### config.mk
export PLATFORM = sky130hd
export DESIGN_NAME = dram_port_arbiter
export DESIGN_NICKNAME = d
export VERILOG_FILES = /design/src/rtl/dram_port_arbiter.sv
export SDC_FILE = /design/constraint.sdc
export NUM_CORES = 1
export LEC_CHECK = 0
export BUFFER_PORTS_ARGS = -buffer_cell sky130_fd_sc_hd__buf_2
export CAP_MARGIN = 15
export CORE_AREA = 4 4 137 139
export CTS_BUF_LIST = sky130_fd_sc_hd__clkbuf_8
export CTS_CLUSTER_DIAMETER = 40
export DETAILED_ROUTE_END_ITERATION = 8
export DIE_AREA = 0 0 141 143
export GPL_TIMING_DRIVEN = 0
export PLACE_DENSITY = 0.52
export SYNTH_ARGS = -nofsm -noshare
export SYNTH_HDL_FRONTEND = slang
export SYNTH_SLANG_ARGS = --single-unit
### constraint.sdc
create_clock -name CLK -period 1.8 [get_ports CLK]
set_input_delay 0.36 -clock CLK [delete_from_list [all_inputs] [get_ports CLK]]
set_output_delay 0.36 -clock CLK [all_outputs]
set_load 0.02 [all_outputs]
### src/rtl/dram_port_arbiter.sv
`default_nettype none
// ============================================================================
// dram_port_arbiter : per-burst arbiter sharing one DDR2 user port among
//                     M0 (VGA refill), M1 (CPU) and M2 (SD DMA)
// Rev 1.0
// ============================================================================
module dram_port_arbiter #(
    parameter int AW     = 27,
    parameter int DW     = 32,
    parameter int BW     = 4,
    parameter int HIPRI0 = 1
) (
    input  logic                CLK,
    input  logic                RST_X,
    input  logic [3*AW-1:0]     m_addr,
    input  logic [3*BW-1:0]     m_burst,
    input  logic [3*DW-1:0]     m_wdata,
    input  logic [3*DW/8-1:0]   m_be,
    input  logic [2:0]          m_read,
    input  logic [2:0]          m_write,
    output logic [2:0]          m_wait,
    output logic [2:0]          m_rvalid,
    output logic [DW-1:0]       m_rdata,
    output logic [AW-1:0]       d_addr,
    output logic [BW-1:0]       d_burst,
    output logic [DW-1:0]       d_wdata,
    output logic [DW/8-1:0]     d_be,
    output logic                d_read,
    output logic                d_write,
    input  logic                d_wait,
    input  logic                d_rvalid,
    input  logic [DW-1:0]       d_rdata,
    output logic [2:0]          grant,
    output logic                dram_read,
    output logic                dram_write
);

    localparam int BEW = DW / 8;

    typedef enum logic [1:0] {
        S_IDLE    = 2'd0,
        S_WR      = 2'd1,
        S_RD_CMD  = 2'd2,
        S_RD_DATA = 2'd3
    } state_t;

    state_t          r_state;
    state_t          w_state_nxt;
    logic [2:0]      r_grant;
    logic [1:0]      r_owner;
    logic [1:0]      r_rr;
    logic [BW-1:0]   r_beats;
    logic [BW-1:0]   r_burst;

    logic [AW-1:0]   w_addr  [3];
    logic [BW-1:0]   w_burst [3];
    logic [DW-1:0]   w_wdata [3];
    logic [BEW-1:0]  w_be    [3];

    logic [2:0]      w_req;
    logic [1:0]      w_c0;
    logic [1:0]      w_c1;
    logic [1:0]      w_c2;
    logic [1:0]      w_win;
    logic [2:0]      w_win_oh;
    logic            w_win_wr;
    logic [BW-1:0]   w_win_burst;
    logic            w_wr_g;
    logic            w_load;
    logic            w_dec;
    logic            w_done;

    function automatic logic [1:0] f_inc3(input logic [1:0] v);
        return (v == 2'd2) ? 2'd0 : v + 2'd1;
    endfunction

    generate
        for (genvar gi = 0; gi < 3; gi++) begin : g_unpack
            assign w_addr[gi]  = m_addr[gi*AW +: AW];
            assign w_burst[gi] = m_burst[gi*BW +: BW];
            assign w_wdata[gi] = m_wdata[gi*DW +: DW];
            assign w_be[gi]    = m_be[gi*BEW +: BEW];
        end
    endgenerate

    assign w_req = m_read | m_write;

    // Priority order: optional fixed M0, then a rotation starting at r_rr.
    always_comb begin
        w_c0 = r_rr;
        w_c1 = f_inc3(r_rr);
        w_c2 = f_inc3(w_c1);
        if ((HIPRI0 != 0) && w_req[0]) begin
            w_win = 2'd0;
        end else if (w_req[w_c0]) begin
            w_win = w_c0;
        end else if (w_req[w_c1]) begin
            w_win = w_c1;
        end else begin
            w_win = w_c2;
        end
    end

    assign w_win_oh    = 3'b001 << w_win;
    assign w_win_wr    = m_write[w_win];
    assign w_win_burst = (w_burst[w_win] == '0) ? BW'(1) : w_burst[w_win];
    assign w_wr_g      = m_write[r_owner];

    always_comb begin
        w_state_nxt = r_state;
        w_load      = 1'b0;
        w_dec       = 1'b0;
        w_done      = 1'b0;
        m_wait      = 3'b111;
        m_rvalid    = 3'b000;
        d_read      = 1'b0;
        d_write     = 1'b0;
        case (r_state)
            S_IDLE: begin
                if (w_req != 3'b000) begin
                    w_load      = 1'b1;
                    w_state_nxt = w_win_wr ? S_WR : S_RD_CMD;
                end
            end
            S_WR: begin
                d_write          = w_wr_g;
                m_wait[r_owner]  = d_wait;
                if (w_wr_g && !d_wait) begin
                    w_dec = 1'b1;
                    if (r_beats == BW'(1)) begin
                        w_done      = 1'b1;
                        w_state_nxt = S_IDLE;
                    end
                end
            end
            S_RD_CMD: begin
                d_read           = 1'b1;
                m_wait[r_owner]  = d_wait;
                if (!d_wait) begin
                    w_state_nxt = S_RD_DATA;
                end
            end
            S_RD_DATA: begin
                m_rvalid[r_owner] = d_rvalid;
                if (d_rvalid) begin
                    w_dec = 1'b1;
                    if (r_beats == BW'(1)) begin
                        w_done      = 1'b1;
                        w_state_nxt = S_IDLE;
                    end
                end
            end
            default: begin
                w_state_nxt = S_IDLE;
            end
        endcase
    end

    always_ff @(posedge CLK) begin
        if (!RST_X) begin
            r_state <= S_IDLE;
            r_grant <= 3'b000;
            r_owner <= 2'd0;
            r_rr    <= 2'd0;
            r_beats <= '0;
            r_burst <= '0;
        end else begin
            r_state <= w_state_nxt;
            if (w_load) begin
                r_grant <= w_win_oh;
                r_owner <= w_win;
                r_beats <= w_win_burst;
                r_burst <= w_win_burst;
            end else if (w_dec) begin
                r_beats <= r_beats - BW'(1);
            end
            // Rotation advances only once the winner's burst has fully completed.
            if (w_done) begin
                r_grant <= 3'b000;
                r_rr    <= f_inc3(r_owner);
            end
        end
    end

    // The controller sees the normalised burst length, so a 0 request reads as 1 beat.
    assign d_addr     = w_addr[r_owner];
    assign d_burst    = r_burst;
    assign d_wdata    = w_wdata[r_owner];
    assign d_be       = w_be[r_owner];
    assign m_rdata    = d_rdata;
    assign grant      = r_grant;
    assign dram_read  = (r_state == S_RD_CMD) || (r_state == S_RD_DATA);
    assign dram_write = (r_state == S_WR);

endmodule
`default_nettype wire
; After elaboration in Yosys (flattened, before gate mapping)
; Cells that the tools add are included.
[word_totals]
register_bits = 17
in_bits = 243
out_inout_bits = 112
wordCells = 98
[op_classes]
bitwise_logic = 7
eq_ne = 11
add_sub_neg = 4
shifts = 1
n_mux = 51
n_reduce_logical = 11
magnitude_cmp = 7
[ops]
columns = cell, n
row1 = 32-bit binary-select mux with 2-bit select, 1
row2 = 32-bit 2-to-1 mux, 2
row3 = 27-bit binary-select mux with 2-bit select, 1
row4 = 27-bit 2-to-1 mux, 2
row5 = 4-bit 2-to-1 mux, 7
row6 = 2-bit 2-to-1 mux, 12
row7 = 4-bit binary-select mux with 2-bit select, 2
row8 = 1-bit 2-to-1 mux, 14
row9 = 2-bit by 3-bit less-than comparator with 1-bit output (second input constant), 4
row10 = 2-bit equality test (second input constant), 5
row11 = 1-bit binary-select mux with 2-bit select, 4
row12 = 2-bit case mux with 4 select lines, 1
row13 = 2-bit by 1-bit adder with 2-bit output (second input constant), 3
row14 = 3-bit >= comparator (second input constant), 2
row15 = 3-bit 2-to-1 mux, 2
row16 = 2-bit inequality test (second input constant), 3
row17 = 2-bit NOT with 3-bit output, 2
row18 = 3-bit bitwise OR, 2
row19 = 4-bit by 1-bit equality test with 1-bit output (second input constant), 1
row20 = 4-bit zero test, 1
row21 = 1-bit case mux with 2 select lines, 2
row22 = 4-bit AND reduction, 1
row23 = 2-bit OR reduction, 2
row24 = 4-bit by 1-bit subtractor with 4-bit output (second input constant), 1
row25 = 14 further kinds, 15

; Longest topological paths before layout
[depth]
ltp_word = 14
ltp_mapped = 7

; Worst setup path after synthesis
; No wires, ideal clock.
[synth_path]
path_kind = register to register
start = reg r_state[1]
end = reg r_rr[0]
required_time_ns = 1.671
stages_incl_launch_ff = 8
setup_time_ns = 0.129
arrival_ns = 1.924
synth_period_minus_slack_ns = 2.053
path_slack_ns = -0.253
cell_sequence = dfxtp_1 > inv_1 > ha_1 > or3b_1 > o221ai_1 > nor3b_2 > mux2i_1 > nor2_1
[synth_via]
elab_chain_cells = 2
elab_cells_between_ends = 3
[synth_lines]
columns = element, line
row1 = "start, declared", 47  ; state_t r_state;
row2 = "start signal, assigned", 168  ; r_state <= w_state_nxt;
row3 = 2-bit by 1-bit equality test with 1-bit output, n/a
row4 = named net dram_write, 35  ; output logic dram_write
row5 = 1-bit case mux with 2 select lines, 118  ; case (r_state)
row6 = "end signal, assigned", 180  ; r_rr <= f_inc3(r_owner);
row7 = "end, declared", 51  ; logic [1:0] r_rr;
; The timed path passes the listed nets, and every way through them passes these cells.
; A chain may end at the register's enable or synchronous reset.

; Worst setup path in the final report
[layout_path]
start = reg r_owner[0]
end = out d_addr[1]
[layout_via]
elab_chain_cells = 4
[layout_lines]
columns = element, line
row1 = "start, declared", 50  ; logic [1:0] r_owner;
row2 = "start signal, assigned", 171  ; r_owner <= w_win;
row3 = 2-bit NOT with 3-bit output (not written as such), 186  ; assign d_addr = w_addr[r_owner];
row4 = 27-bit binary-select mux with 2-bit select, 186
row5 = 27-bit 2-to-1 mux (not written as such) (2 in a row), 186
row6 = "end, declared", 24  ; output logic [AW-1:0] d_addr,
; Every way passes these cells. The select of a mux whose other input is x is not followed.

==> flow_summary.json <==
{
  "required_ns": 1.44,
  "synth_top_area_cell": "mux2i_1",
  "die_y_um": 143,
  "fp.dieW_um": 141,
  "hold_violations": 0,
  "antenna_found_initial": 0,
  "grt_pass1_wl_um": 21500,
  "final_layout_size_suffix_gt1_frac": 0.713,
  "syn_to_final_growth_pct": 122,
  "via_count": 4122,
  "clock_skew_ns": 0.00276,
  "critPathMaxFanout": 8,
  "critPathCaptureType": "output pin",
  "drc": 0,
  "yosys_warnings": 0,
  "multi_input_area_sq_um": 2400,
  "critPathLaunchType": "flip-flop",
  "nets": 992,
  "cts.sinks": 17,
  "dp.cells": 936,
  "synth_cells": 385,
  "dp_hpwl_um": 13100,
  "cts_root_buf": "clkbuf_8",
  "drtIter0Drc": 154,
  "outcome": "complete, but fails checks",
  "setup_viol": 58,
  "yosys_register_bits": 17,
  "tightest_slew_ns": 0.588,
  "async_flop_share": 0,
  "wl_per_cell_um": 16.6,
  "antenna_left": 0,
  "finalCritPeriodShare": 1.08,
  "syn-num-nets": 635,
  "worstPathArrival_ns": 1.58,
  "maxCapViolCount": 0,
  "viasPerCell": 4.25,
  "ios": 355,
  "p_leak_nw": 2.76,
  "worstSkewPairLatency_ns": 0.25,
  "fmax_ghz": 0.514,
  "syn_area_sq_um": 2700,
  "rsz0062_at_grt": "true",
  "cts-buffers-inserted": 3,
  "relSlewSlack": 0.608,
  "fin_ws_ns": -0.145,
  "portBuffers": 322,
  "ys_seq_area_frac": 0.126,
  "cp_slowest_cell": "dfxtp_2",
  "row_count": 49,
  "violations": "setup timing",
  "antennaDiodeCount": 0,
  "hold_buffers": 0,
  "postLayoutCoreUtil": 0.339,
  "fin_area_sq_um": 5980,
  "overflow": 0,
  "placed_area_sq_um": 4640,
  "fin_cells": 970,
  "synth_edf_count": 0,
  "seq_area_sq_um": 353,
  "powerDensity_nw_per_um2": 685,
  "synth_top_area_frac": 0.248,
  "cts_tree": "yes",
  "met2RoutedLength_um": 8760,
  "drtPass1Iterations": 4,
  "grt_max_degree": 11,
  "initial_core_util": 0.153,
  "cts_buffer_depth": 2,
  "h-tree-depth": 1,
  "syn_avg_cell_area_sq_um": 7.01,
  "crit_type": "reg2out",
  "grt_pass1_vias": 3961,
  "grt_usage": 0.134,
  "holdWs_ns": 0.419,
  "core_sq_um": 17700,
  "die_area_sq_um": 20200,
  "finalMaxSlewViolations": 0,
  "slowest_delay_ns": 0.32,
  "crit_chain": "buf_6 -> nor2b_4 -> clkbuf_16 -> clkbuf_16 -> nand2_2 -> o21ai_2 -> buf_6",
  "finalCriticalPeriod_ns": 1.94,
  "vdd_ir_drop_max_v": 0.000546,
  "synth_ff_type": "dfxtp_1",
  "min_path_type": "in2reg",
  "wl_met3_um": 1140,
  "clk_pin_slew_worst_paths_ns": 0.07,
  "gp_congestion": 0.794,
  "synth_area_leaders": "mux2i_1, dfxtp_1, o21ai_0",
  "synth_cell_type_count": 51,
  "wl_met1_um": 6080,
  "postRouteWirelength_um": 16100,
  "num-fill-cells": 1875,
  "top_layer_used": "met4"
}
[cells in the mapped netlist, types with 2 or more instances]
library cell	instances
nand2_1	80
mux2i_1	67
o21ai_0	67
buf_4	32
clkbuf_1	18
dfxtp_1	17
nor2_1	13
inv_1	10
ha_1	7
a21oi_1	5
buf_2	5
a211oi_1	4
nor3_1	4
or3_1	4
nor2b_1	3
o21a_1	3
a221oi_1	2
a222oi_1	2
and2_1	2
buf_1	2
nand2b_1	2
nand3b_1	2
o21bai_1	2
o221ai_1	2
o32ai_1	2
or2_2	2
xor2_1	2
[kinds of logic after synthesis]
kind of cell,after synthesis,share of synthesized area
flops,17,0.126
buf+inv,68,0.144
xor+xnor,3,0.00974
mux,67,0.248
compound gates,104,0.242
fa+ha+maj,7,0.0325
simple gates,119,0.197
[timing repair]
action,in CTS,in global routing
pin swaps,8,26
endpoints found under the hold margin,0,0
setup endpoints to repair,82,81
setup buffers,16,9
gates cloned,3,4
gates resized for setup,163,131
[state kept, by name, summed over array words and instances, names as in the netlist]
signal	count
d_burst	4
grant	3
r_beats	4
r_owner	2
r_rr	2
r_state	2
[worst max-delay path: cells and delay by family (launching register included)]
family	cells	cell delay (ns)
buffers and inverters	4	0.65
AOI/OAI and AO/OA	1	0.06
DFF	1	0.32
and+or+nand+nor	2	0.28
[worst paths after layout]
| check | start | to | slack, ns | cells after the start |
|---|---|---|---|---|
| worst min-delay path | RST_X | d_burst[1] | 0.42 | 3 |
| worst min register to register | d_burst[3] | d_burst[3] | 0.48 | 2 |
| worst max register to register | r_owner[0] | r_rr[0] | 0 | 7 |
| worst max-delay path | r_owner[0] | d_addr[1] | -0.14 | 7 |
[routing by layer]
metal | vias up | global-route usage
li1 | 2050 | -
met4 | 0 | 0.0163
met5 | - | 0
met2 | 190 | 0.256
met3 | 8 | 0.0251
met1 | 1874 | 0.160
[final cells by class]
type | instances | area share
clock inverters | 1 | 0.000837
repair buffers | 354 | 0.380
plain buffers | 56 | 0.0973
well taps | 229 | 0.0479
multi-input cells | 300 | 0.402
flip-flops and latches | 17 | 0.0590
inverters | 10 | 0.00669
clock buffers | 3 | 0.00690
[placed cells by master, fill, tap and decap left out, types with 2 or more instances in the layout]
master     count
nand2_2       33
o21ai_2       29
or3b_4         2
dfxtp_2        4
buf_6         40
dfxtp_1       11
a211oi_2       4
or2_2          2
or3_1          3
o21ai_0        3
ha_2           2
buf_4         80
dfxtp_4        2
clkbuf_8       6
clkbuf_2       4
nor3_2         3
ha_1           4
nand2_4        6
o21bai_1       2
nor2_1        11
mux2i_4        2
o21a_1         3
nand3b_1       2
a21oi_1        4
o21ai_1       35
a222oi_1       2
inv_1          8
nand2_1       41
buf_8          7
nor2b_4        2
mux2i_2        4
buf_2        260
clkbuf_16      7
and2_1         2
xor2_1         2
o21ai_4        2
buf_12         6
mux2i_1       61
[power by group]
group          internal, W  switching, W  total, W  leakage (nW)
registers         0.000493     0.0000882  0.000582         0.143
clock network     0.000154      0.000134  0.000288        0.0255
logic              0.00151       0.00172   0.00323          2.59
[through the flow]
| stage | setup WS (ns) | setup TNS [ns] | total power [W] |
|---|---|---|---|
| floorplan | -0.00913 | -0.00913 | 0.00214 |
| global placement | -0.799 | -46.12 | 0.00305 |
| detailed placement | -0.783 | -45.59 | 0.00306 |
| CTS | -0.144 | -5.40 | 0.00380 |
| global route | -0.250 | -12.96 | 0.00438 |
| finish | -0.145 | -5.30 | 0.00410 |
Power figures use the tool's default switching activity.
